$ cat config.mk
export PLATFORM = sky130hd
export DESIGN_NAME = bcd_count_ctrl_flat
export DESIGN_NICKNAME = d
export VERILOG_FILES = /design/src/rtl/bcd_ctrl_pkg.sv /design/src/rtl/bcd_count_ctrl_if.sv /design/src/rtl/btn_sync_edge.sv /design/src/rtl/bcd_count_ctrl.sv /design/src/flat_wrapper.sv
export SDC_FILE = /design/constraint.sdc
export NUM_CORES = 1
export LEC_CHECK = 0
export CAP_MARGIN = 20
export CORE_MARGIN = 4
export CORE_UTILIZATION = 25
export CTS_CLUSTER_DIAMETER = 80
export DETAILED_ROUTE_END_ITERATION = 10
export PLACE_DENSITY = 0.45
export SYNTH_ARGS = -nofsm -noshare
export SYNTH_HDL_FRONTEND = slang
export SYNTH_HIERARCHICAL = 1
export SYNTH_SLANG_ARGS = --single-unit
export TNS_END_PERCENT = 20
$ cat constraint.sdc
create_clock -name clk -period 2.25 [get_ports clk]
set_clock_uncertainty 0.05 [all_clocks]
set_input_delay 0.45 -clock clk [delete_from_list [all_inputs] [get_ports clk]]
set_output_delay 0.45 -clock clk [all_outputs]
set_load 0.01 [all_outputs]
$ cat src/rtl/bcd_ctrl_pkg.sv
// Shared definitions for the BCD counter-chain controller.
//   state_e   : controller FSM encoding, also driven onto state_o
//   BCD_MAX   : largest legal digit value
//   DIGIT_W   : width of one BCD digit
//   IDX_W     : width of a digit index
//   ld_ok()   : legality check for a single-digit load request
package bcd_ctrl_pkg;

  localparam int unsigned BCD_MAX = 9;
  localparam int unsigned DIGIT_W = 4;
  localparam int unsigned IDX_W   = 3;
  localparam int unsigned STATE_W = 3;

  typedef enum logic [STATE_W-1:0] {
    ST_IDLE  = 3'd0,
    ST_RUN   = 3'd1,
    ST_PAUSE = 3'd2,
    ST_LOAD  = 3'd3,
    ST_DONE  = 3'd4
  } state_e;

  // A load targets an existing digit with a legal BCD value.
  function automatic logic ld_ok(input logic [IDX_W-1:0]   sel,
                                 input logic [DIGIT_W-1:0] val,
                                 input int unsigned        ndig);
    return (32'(sel) < ndig) && (val <= DIGIT_W'(BCD_MAX));
  endfunction

endpackage

$ cat src/rtl/bcd_count_ctrl_if.sv
// Board-side and chain-side signal bundle for bcd_count_ctrl.
//   Board inputs : btn_start, btn_stop, btn_load, sw_dir, sw_sel, sw_val
//   Chain input  : tc_in
//   Chain outputs: cnt_en, cnt_upd, cnt_clr, ld_stb, ld_idx, ld_val
//   Status       : state_o, wrap_flag, ld_err
// slave  : the controller (consumes board/chain inputs, drives outputs)
// master : the environment (board, digit chain, bench)
interface bcd_count_ctrl_if;
  import bcd_ctrl_pkg::*;

  logic                btn_start;
  logic                btn_stop;
  logic                btn_load;
  logic                sw_dir;
  logic [IDX_W-1:0]    sw_sel;
  logic [DIGIT_W-1:0]  sw_val;
  logic                tc_in;

  logic                cnt_en;
  logic                cnt_upd;
  logic                cnt_clr;
  logic                ld_stb;
  logic [IDX_W-1:0]    ld_idx;
  logic [DIGIT_W-1:0]  ld_val;
  logic [STATE_W-1:0]  state_o;
  logic                wrap_flag;
  logic                ld_err;

  modport slave (
    input  btn_start, btn_stop, btn_load, sw_dir, sw_sel, sw_val, tc_in,
    output cnt_en, cnt_upd, cnt_clr, ld_stb, ld_idx, ld_val,
           state_o, wrap_flag, ld_err
  );

  modport master (
    output btn_start, btn_stop, btn_load, sw_dir, sw_sel, sw_val, tc_in,
    input  cnt_en, cnt_upd, cnt_clr, ld_stb, ld_idx, ld_val,
           state_o, wrap_flag, ld_err
  );

endinterface

$ cat src/rtl/btn_sync_edge.sv
// Two-flop synchronizer followed by a rising-edge detector.
//   clk, rst : system clock, asynchronous active-high reset
//   btn_i    : raw asynchronous button
//   pulse_o  : one-cycle pulse, high in the second cycle after the raw edge
//              is captured (decoded from registers only)
module btn_sync_edge (
  input  logic clk,
  input  logic rst,
  input  logic btn_i,
  output logic pulse_o
);

  logic meta_q;
  logic sync_q;
  logic prev_q;

  always_ff @(posedge clk or posedge rst) begin
    if (rst) begin
      meta_q <= 1'b0;
      sync_q <= 1'b0;
      prev_q <= 1'b0;
    end else begin
      meta_q <= btn_i;
      sync_q <= meta_q;
      prev_q <= sync_q;
    end
  end

  assign pulse_o = sync_q & ~prev_q;

endmodule

$ cat src/rtl/bcd_count_ctrl.sv
// Sequencing controller for a chain of cascaded BCD digit counters.
//   clk, rst : system clock, asynchronous active-high reset
//   bus      : bcd_count_ctrl_if.slave
//     in  btn_start/btn_stop/btn_load : raw buttons
//     in  sw_dir/sw_sel/sw_val        : direction and load switches
//     in  tc_in                       : terminal count of the top digit
//     out cnt_en/cnt_upd/cnt_clr      : count tick, direction, chain clear
//     out ld_stb/ld_idx/ld_val        : single-digit load strobe and data
//     out state_o/wrap_flag/ld_err    : status
// Every output is a flop; commands act 3 clk cycles after the raw edge.
module bcd_count_ctrl
  import bcd_ctrl_pkg::*;
#(
  parameter int unsigned TICK_DIV   = 100000000,
  parameter int unsigned NUM_DIGITS = 4,
  parameter int unsigned STOP_ON_TC = 1
) (
  input  logic             clk,
  input  logic             rst,
  bcd_count_ctrl_if.slave  bus
);

  localparam int unsigned PW = $clog2(TICK_DIV);
  localparam logic [PW-1:0] PRESC_LAST = PW'(TICK_DIV - 1);

  logic start_p, stop_p, load_p;

  btn_sync_edge u_sync_start (.clk(clk), .rst(rst), .btn_i(bus.btn_start), .pulse_o(start_p));
  btn_sync_edge u_sync_stop  (.clk(clk), .rst(rst), .btn_i(bus.btn_stop),  .pulse_o(stop_p));
  btn_sync_edge u_sync_load  (.clk(clk), .rst(rst), .btn_i(bus.btn_load),  .pulse_o(load_p));

  state_e              state_q, state_d;
  state_e              ret_q,   ret_d;
  logic [PW-1:0]       presc_q, presc_d;
  logic                cnt_en_q,  cnt_en_d;
  logic                cnt_upd_q, cnt_upd_d;
  logic                cnt_clr_q, cnt_clr_d;
  logic                ld_stb_q,  ld_stb_d;
  logic [IDX_W-1:0]    ld_idx_q,  ld_idx_d;
  logic [DIGIT_W-1:0]  ld_val_q,  ld_val_d;
  logic                wrap_q,    wrap_d;
  logic                ld_err_q,  ld_err_d;

  logic wrap;
  logic enter_load;
  logic load_ok;

  // The chain only reports a wrap on the tick that actually advanced it.
  assign wrap = bus.tc_in & cnt_en_q;

  // State register
  always_ff @(posedge clk or posedge rst) begin
    if (rst) begin
      state_q <= ST_IDLE;
      ret_q   <= ST_IDLE;
    end else begin
      state_q <= state_d;
      ret_q   <= ret_d;
    end
  end

  // Next-state logic; stop outranks load, which outranks start.
  always_comb begin
    state_d = state_q;
    case (state_q)
      ST_IDLE: begin
        if (!stop_p) begin
          if (load_p)       state_d = ST_LOAD;
          else if (start_p) state_d = ST_RUN;
        end
      end
      ST_RUN: begin
        if (stop_p)                         state_d = ST_PAUSE;
        else if (wrap && (STOP_ON_TC != 0)) state_d = ST_DONE;
      end
      ST_PAUSE: begin
        if (stop_p)       state_d = ST_IDLE;
        else if (load_p)  state_d = ST_LOAD;
        else if (start_p) state_d = ST_RUN;
      end
      ST_LOAD:  state_d = ret_q;
      ST_DONE: begin
        if (stop_p)       state_d = ST_IDLE;
        else if (start_p) state_d = ST_RUN;
      end
      default:  state_d = ST_IDLE;
    endcase
  end

  // Output / datapath next-values
  always_comb begin
    enter_load = (state_d == ST_LOAD) && (state_q != ST_LOAD);
    load_ok    = ld_ok(bus.sw_sel, bus.sw_val, NUM_DIGITS);

    ret_d = enter_load ? state_q : ret_q;

    // Prescaler runs only while staying in RUN, so every RUN entry
    // restarts a full TICK_DIV period.
    presc_d = '0;
    if ((state_q == ST_RUN) && (state_d == ST_RUN))
      presc_d = (presc_q == PRESC_LAST) ? '0 : presc_q + PW'(1);

    // A tick due in the cycle a stop arrives is still delivered.
    cnt_en_d = (state_q == ST_RUN) && (presc_q == PRESC_LAST);

    cnt_upd_d = (state_q == ST_IDLE) ? bus.sw_dir : cnt_upd_q;

    cnt_clr_d = ((state_q == ST_PAUSE) && (state_d == ST_IDLE)) ||
                ((state_q == ST_DONE)  && (state_d == ST_RUN));

    ld_stb_d = enter_load && load_ok;
    ld_idx_d = ld_idx_q;
    ld_val_d = ld_val_q;
    ld_err_d = ld_err_q;
    if (enter_load) begin
      ld_err_d = !load_ok;
      if (load_ok) begin
        ld_idx_d = bus.sw_sel;
        ld_val_d = bus.sw_val;
      end
    end

    wrap_d = wrap_q;
    if ((state_d == ST_RUN) && (state_q != ST_RUN)) wrap_d = 1'b0;
    else if (wrap)                                  wrap_d = 1'b1;
  end

  always_ff @(posedge clk or posedge rst) begin
    if (rst) begin
      presc_q   <= '0;
      cnt_en_q  <= 1'b0;
      cnt_upd_q <= 1'b0;
      cnt_clr_q <= 1'b0;
      ld_stb_q  <= 1'b0;
      ld_idx_q  <= '0;
      ld_val_q  <= '0;
      wrap_q    <= 1'b0;
      ld_err_q  <= 1'b0;
    end else begin
      presc_q   <= presc_d;
      cnt_en_q  <= cnt_en_d;
      cnt_upd_q <= cnt_upd_d;
      cnt_clr_q <= cnt_clr_d;
      ld_stb_q  <= ld_stb_d;
      ld_idx_q  <= ld_idx_d;
      ld_val_q  <= ld_val_d;
      wrap_q    <= wrap_d;
      ld_err_q  <= ld_err_d;
    end
  end

  assign bus.state_o   = state_q;
  assign bus.cnt_en    = cnt_en_q;
  assign bus.cnt_upd   = cnt_upd_q;
  assign bus.cnt_clr   = cnt_clr_q;
  assign bus.ld_stb    = ld_stb_q;
  assign bus.ld_idx    = ld_idx_q;
  assign bus.ld_val    = ld_val_q;
  assign bus.wrap_flag = wrap_q;
  assign bus.ld_err    = ld_err_q;

endmodule

$ cat src/flat_wrapper.sv
// flat-port wrapper written by rule: the top's interface ports become plain ports
module bcd_count_ctrl_flat import bcd_ctrl_pkg::*;
#(
  parameter int unsigned TICK_DIV   = 100000000,
  parameter int unsigned NUM_DIGITS = 4,
  parameter int unsigned STOP_ON_TC = 1
)
  (clk, rst, bus_btn_start, bus_btn_stop, bus_btn_load, bus_sw_dir, bus_sw_sel, bus_sw_val, bus_tc_in, bus_cnt_en, bus_cnt_upd, bus_cnt_clr, bus_ld_stb, bus_ld_idx, bus_ld_val, bus_state_o, bus_wrap_flag, bus_ld_err);
  bcd_count_ctrl_if bus_i ();
  input  logic clk;
  input  logic rst;
  input wire logic [$bits(bus_i.btn_start)-1:0] bus_btn_start;
  input wire logic [$bits(bus_i.btn_stop)-1:0] bus_btn_stop;
  input wire logic [$bits(bus_i.btn_load)-1:0] bus_btn_load;
  input wire logic [$bits(bus_i.sw_dir)-1:0] bus_sw_dir;
  input wire logic [$bits(bus_i.sw_sel)-1:0] bus_sw_sel;
  input wire logic [$bits(bus_i.sw_val)-1:0] bus_sw_val;
  input wire logic [$bits(bus_i.tc_in)-1:0] bus_tc_in;
  output wire logic [$bits(bus_i.cnt_en)-1:0] bus_cnt_en;
  output wire logic [$bits(bus_i.cnt_upd)-1:0] bus_cnt_upd;
  output wire logic [$bits(bus_i.cnt_clr)-1:0] bus_cnt_clr;
  output wire logic [$bits(bus_i.ld_stb)-1:0] bus_ld_stb;
  output wire logic [$bits(bus_i.ld_idx)-1:0] bus_ld_idx;
  output wire logic [$bits(bus_i.ld_val)-1:0] bus_ld_val;
  output wire logic [$bits(bus_i.state_o)-1:0] bus_state_o;
  output wire logic [$bits(bus_i.wrap_flag)-1:0] bus_wrap_flag;
  output wire logic [$bits(bus_i.ld_err)-1:0] bus_ld_err;
  assign bus_i.btn_start = bus_btn_start;
  assign bus_i.btn_stop = bus_btn_stop;
  assign bus_i.btn_load = bus_btn_load;
  assign bus_i.sw_dir = bus_sw_dir;
  assign bus_i.sw_sel = bus_sw_sel;
  assign bus_i.sw_val = bus_sw_val;
  assign bus_i.tc_in = bus_tc_in;
  assign bus_cnt_en = bus_i.cnt_en;
  assign bus_cnt_upd = bus_i.cnt_upd;
  assign bus_cnt_clr = bus_i.cnt_clr;
  assign bus_ld_stb = bus_i.ld_stb;
  assign bus_ld_idx = bus_i.ld_idx;
  assign bus_ld_val = bus_i.ld_val;
  assign bus_state_o = bus_i.state_o;
  assign bus_wrap_flag = bus_i.wrap_flag;
  assign bus_ld_err = bus_i.ld_err;
  bcd_count_ctrl #(.TICK_DIV(TICK_DIV), .NUM_DIGITS(NUM_DIGITS), .STOP_ON_TC(STOP_ON_TC)) u_core (.clk(clk), .rst(rst), .bus(bus_i));
endmodule
==> results of run 1 <==
where the power goes:
group / internal [µW] / leakage, µW / switching [µW]
logic: 437 / 0.000543 / 307
registers: 1110 / 0.000726 / 116
clock network: 336 / 0.0000548 / 334
metal layers:
layer  up-vias  wire length (µm)  track usage
li1        814                 -            -
met1       804              2440        0.132
met2        22              2260        0.134
met3         2               147       0.0192
met4         0                40       0.0271
met5         -                 0            0
how the worst min path moves through the flow:
stage | slack (ps) | endpoint | cells after the start
CTS | 310 | u_core/u_sync_load/sync_q | 0
global route | 320 | u_core/u_sync_stop/sync_q | 0
finish | 300 | u_core/u_sync_load/sync_q | 0
floorplan | 150 | u_core/u_sync_load/meta_q | 1
detailed placement | 290 | u_core/u_sync_load/sync_q | 0
global placement | 280 | u_core/u_sync_load/sync_q | 0
flip-flops by register name, summed over array words and instances (netlist names):
register / cells
u_core/ret_q: 3
u_core/bus.ld_idx: 3
u_core/bus.wrap_flag: 1
u_core/bus.ld_stb: 1
u_core/presc_q: 27
u_core/bus.ld_err: 1
u_core/bus.cnt_clr: 1
u_core/u_sync_stop/meta_q: 1
u_core/u_sync_start/prev_q: 1
u_core/bus.cnt_en: 1
u_core/bus.ld_val: 4
u_core/u_sync_start/meta_q: 1
u_core/bus.cnt_upd: 1
u_core/u_sync_load/prev_q: 1
u_core/u_sync_load/meta_q: 1
u_core/u_sync_load/sync_q: 1
u_core/bus.state_o: 3
u_core/u_sync_start/sync_q: 1
u_core/u_sync_stop/prev_q: 1
u_core/u_sync_stop/sync_q: 1
stage by stage:
stage	setup WS (ps)	total power [µW]
2_1_floorplan	151	1640
3_3_place_gp	-131	1990
3_5_place_dp	-150	2000
4_1_cts	30.5	2690
5_1_grt	-43.0	2800
6_report	56.5	2640
cells in the final DEF (no fill, tap or decap), types with 5 or more instances in the layout:
| master | synthesis | final |
|---|---|---|
| dfrtp_1 | 55 | 54 |
| nor2_1 | 30 | 30 |
| clkdlybuf4s50_1 | 0 | 29 |
| xor2_1 | 18 | 18 |
| nand3_1 | 14 | 14 |
| nand2_1 | 10 | 10 |
| inv_1 | 8 | 7 |
| nand4_1 | 7 | 7 |
| xnor2_1 | 7 | 7 |
| mux2_4 | 6 | 6 |
| and2_1 | 6 | 6 |
| buf_4 | 0 | 6 |
| clkbuf_8 | 0 | 5 |
| nor3_1 | 5 | 5 |
| and3_1 | 5 | 5 |
final cells by class:
| type | count | area (µm²) |
|---|---|---|
| Fill cell | 1033 | 6620 |
| Sequential cell | 55 | 1380 |
| Multi-Input combinational cell | 149 | 1030 |
| Timing Repair Buffer | 38 | 387 |
| Tap cell | 133 | 166 |
| Clock buffer | 5 | 68.8 |
| Clock inverter | 3 | 46.3 |
| Inverter | 8 | 30.0 |
repair_timing:
| action | in CTS | in global routing |
|---|---|---|
| resized for setup | 0 | 2 |
| setup endpoints to repair | 0 | 6 |
| endpoints found under the hold margin | 0 | 0 |
critical path: cells and delay by family (launching register included):
family          cells  cell delay (ps)
buf+inv             1              160
flops               1              400
mux                 1              290
simple gates        2              540
compound gates      3              660
kinds of logic after synthesis:
logic type / Yosys count / share of synthesized area
AO/OA/AOI/OAI: 12 / 0.0389
AND/OR/NAND/NOR: 102 / 0.235
multiplexers: 9 / 0.0495
XOR/XNOR: 25 / 0.0884
adder cells (fa/ha/maj): 1 / 0.00505
flip-flops: 55 / 0.556
buffers and inverters: 13 / 0.0273
==> flow_summary.ini, run 1 <==
[clock_tree]
cts_buffers = 5
cts_buffer_depth = 2
ctsHoldBuffers = 0
cts_setup_buffers = 0
cts.sinks = 55
clockRootBuffer = clkbuf_8
clock_latency_ps = 310
clk_pin_slew_ps = 110
htree_levels = 2
cts_tree = done

[critical_path]
r2r_setup_slack_ps = 60
cp.required_ps = 2400
path_class = register to register
rr_startpoint = u_core/u_sync_start/prev_q
crit_path_start_kind = register
cpPeakStageDelay_ps = 400
reg2reg_depth = 7
worstPathArrival_ps = 2350
cp_slowest_cell = dfrtp_1
path_cells = nor2b_4 -> a21bo_1 -> a211oi_2 -> o221ai_2 -> or3b_1 -> buf_6 -> mux2_4
endpoint = u_core/bus.ld_val[0]
setup.worst_path.start = u_core/u_sync_start/prev_q
r2r-end = u_core/bus.ld_val[0]
end_kind = register
crit_fanout = 9

[global_route]
antenna_found_initial = 0
grt_pass1_wl_um = 8510
grt_max_degree = 36
grt_util_all_layers = 0.0904
grt_overflow_total = 0
grt_pass1_vias = 1715

[synthesis]
synthFlopType = dfrtp_1
ys_warn_count = 6
synthTopCellsByCount = dfrtp_1, nor2_1, xor2_1
synth_top_area_cell = dfrtp_1
synth_nets = 232
synth_area_um2 = 2480
synth_cell_type_count = 42
synth_area_leaders = dfrtp_1, xor2_1, nor2_1
yosysMostFrequentCell = dfrtp_1
synth_top_area_share = 0.556
async_flop_share = 1.00
syn_inst = 217
synth.avg_cell_area_um2 = 11.4
synth_seq_cells = 55
synth_edf_count = 0
seq_area_frac_synth = 0.556

[route]
wl_um = 4880
drt_iter0_markers = 38
avgViaCountPerCell = 4.20
vias = 1642
ant_nets = 0
drt-wirelength-per-cell_um = 12.5
first_pass_iters = 4
detail_route.drc_violations = 0

[die]
dieArea_um2 = 11600
die_w_um = 108
num_rows = 36
start_util = 0.255
die-height_um = 108
ios = 30
core_um2 = 9730

[pwr]
power_density_nw_per_um2 = 848
ir_worst_vdd_mv = 0.328
p_leak_uw = 0.00132

[timing]
fin_crit_sh = 0.975
slew_headroom = 0.725
hold-worst-slack_ps = 305
maxSlewViolCount = 0
rsz0062_at_grt = true
setup_violations = 0
max_freq_ghz = 0.456
finalHoldViolCount = 0
tightest_slew_ps = 411
period_minus_slack_ps = 2190
setup_tns_ps = 0

[cells_and_area]
final_cells = 391
antenna_cells = 0
fin_util = 0.320
final_nets = 272
drive_above_1_share = 0.147
post-route-cell-area_um2 = 3110
synthToLayoutAreaGrowth_pct = 25.5

[placement]
io_buffers = 29
gp_congestion = 0.703
place_inst = 383
dp_hpwl_um = 3450
place_area_um2 = 2990

[outcome]
status = complete, no violations

[hold_path]
hold_class = register to register
min_from = u_core/u_sync_load/meta_q

[job]
cap_violations = 0
Note: power is estimated with default switching activity, not from simulation.
==> run 2: changes to the inputs <==
--- a/config.mk
+++ b/config.mk
@@ -6,11 +6,12 @@
 export NUM_CORES = 1
 export LEC_CHECK = 0
 export CAP_MARGIN = 20
-export CORE_MARGIN = 4
-export CORE_UTILIZATION = 25
+export CORE_MARGIN = 2
+export CORE_UTILIZATION = 50
 export CTS_CLUSTER_DIAMETER = 80
 export DETAILED_ROUTE_END_ITERATION = 10
-export PLACE_DENSITY = 0.45
+export GPL_TIMING_DRIVEN = 0
+export PLACE_DENSITY = 0.76
 export SYNTH_ARGS = -nofsm -noshare
 export SYNTH_HDL_FRONTEND = slang
 export SYNTH_HIERARCHICAL = 1
==> flow_summary.ini, run 2 (same netlist as run 1, synthesis figures left out) <==
[outcome]
status = complete, no violations

[route]
drt-wirelength-per-cell_um = 13.3
vias = 1681
drt_iter0_markers = 66
wl_um = 4300
first_pass_iters = 4
detail_route.drc_violations = 0
ant_nets = 0
avgViaCountPerCell = 5.20

[die]
ios = 30
core_um2 = 4750
start_util = 0.521
die_w_um = 74.4
dieArea_um2 = 5530
die-height_um = 74.4
num_rows = 25

[critical_path]
path_cells = nor3b_4 -> and2_4 -> o221ai_2 -> or3b_1 -> buf_6 -> mux2_4
path_class = register to register
crit_fanout = 9
end_kind = register
cp.required_ps = 2400
setup.worst_path.start = u_core/bus.state_o[0]
rr_startpoint = u_core/bus.state_o[0]
worstPathArrival_ps = 2340
crit_path_start_kind = register
cpPeakStageDelay_ps = 510
cp_slowest_cell = dfrtp_1

[pwr]
p_leak_uw = 0.00132
seq_power_share = 0.461
p_sw_frac = 0.278
power_uw = 2590
p_clk_frac = 0.252
power.switching_uw = 721
internal-power_uw = 1870
power_density_nw_per_um2 = 858
combinationalPowerShare = 0.287
ir_worst_vdd_mv = 0.445

[clock_tree]
cts_tree = done
cts_buffers = 5
clk_pin_slew_ps = 100
cts_buffer_depth = 2
htree_levels = 2
cts.sinks = 55
clockRootBuffer = clkbuf_8
clock_latency_ps = 310

[global_route]
grt_max_degree = 36
grt_pass1_wl_um = 7200
antenna_found_initial = 0
grt_pass1_vias = 1627
grt_util_all_layers = 0.169
grt_overflow_total = 0

[cells_and_area]
synthToLayoutAreaGrowth_pct = 21.8
final_nets = 270
drive_above_1_share = 0.145
final_cell_mix = dfrtp_1, nor2_1, clkdlybuf4s50_1, xor2_1, nand3_1
mostFrequentLayoutCell = dfrtp_1
post-route-cell-area_um2 = 3020
largest_reg_flops = 27
top_register = u_core/presc_q
antenna_cells = 0

[timing]
setup_tns_ps = 0
maxSlewViolCount = 0
setup_violations = 0
worst_slack_ps = 59.4
tightest_slew_ps = 636
max_freq_ghz = 0.456
period_minus_slack_ps = 2190
rsz0062_at_grt = true
finalHoldViolCount = 0
hold-worst-slack_ps = 308
slew_headroom = 0.573
fin_crit_sh = 0.974

[hold_path]
min_from = u_core/u_sync_start/meta_q
hold_class = register to register

[job]
cap_violations = 0

[placement]
io_buffers = 29
place_area_um2 = 2870
place_ws_ps = -144
gp_congestion = 0.866
dp_hpwl_um = 3020
-- run 2: layer usage --
metal | vias up | global-route usage | share of wire
li1 | 815 | - | -
met1 | 832 | 0.224 | 0.49
met2 | 30 | 0.272 | 0.47
met3 | 4 | 0.0407 | 0.030
met4 | 0 | 0.0635 | 0.010
met5 | - | 0 | 0
-- run 2: path summary, 6_finish.rpt --
path | end | slack, ps | depth (start not counted)
max in group asynchronous | u_core/presc_q[6] | 1260 | 3
worst min register to register | u_core/u_sync_start/sync_q | 310 | 0
worst min-delay path | u_core/u_sync_start/sync_q | 310 | 0
worst max register to register | u_core/bus.ld_idx[1] | 60 | 6
worst max-delay path | u_core/bus.ld_idx[1] | 60 | 6
min in group asynchronous | u_core/u_sync_stop/sync_q | 350 | 2
-- run 2: area by class of cell --
type | count | area, µm²
Fill cell | 411 | 1740
Sequential cell | 55 | 1380
Multi-Input combinational cell | 149 | 1050
Clock inverter | 3 | 46.3
Timing Repair Buffer | 31 | 318
Tap cell | 67 | 83.8
Buffer | 5 | 42.5
Inverter | 8 | 30.0
Clock buffer | 5 | 68.8
-- run 2: worst max-delay path, delay by kind of cell (launching register included) --
family                 cells  cell delay (ps)
buffers and inverters      1              160
DFF                        1              510
and+or+nand+nor            3              920
muxes                      1              300
AOI/OAI and AO/OA          1              150
-- run 2: power groups by stage --
| stage | combinational [µW] | clock (µW) | sequential, µW |
|---|---|---|---|
| after floorplan | 388 | 0 | 1250 |
| after global placement | 709 | 0 | 1210 |
| after detailed placement | 723 | 0 | 1220 |
| after CTS | 728 | 679 | 1200 |
| after global routing | 806 | 711 | 1210 |
| final | 744 | 653 | 1190 |
-- run 2: repair_timing --
item,CTS,global route
hold endpoints to repair,0,0
hold buffers,0,0
resized for setup,1,6
cloned,0,0
setup endpoints to repair,20,26
pin swaps,0,0
setup buffers,0,1
-- run 2: metrics by stage --
step                      std cells  utilization
after floorplan                 217            -
after global placement          313        0.600
after detailed placement        314        0.604
after CTS                       322        0.629
after global routing            323        0.634
final                           323        0.634
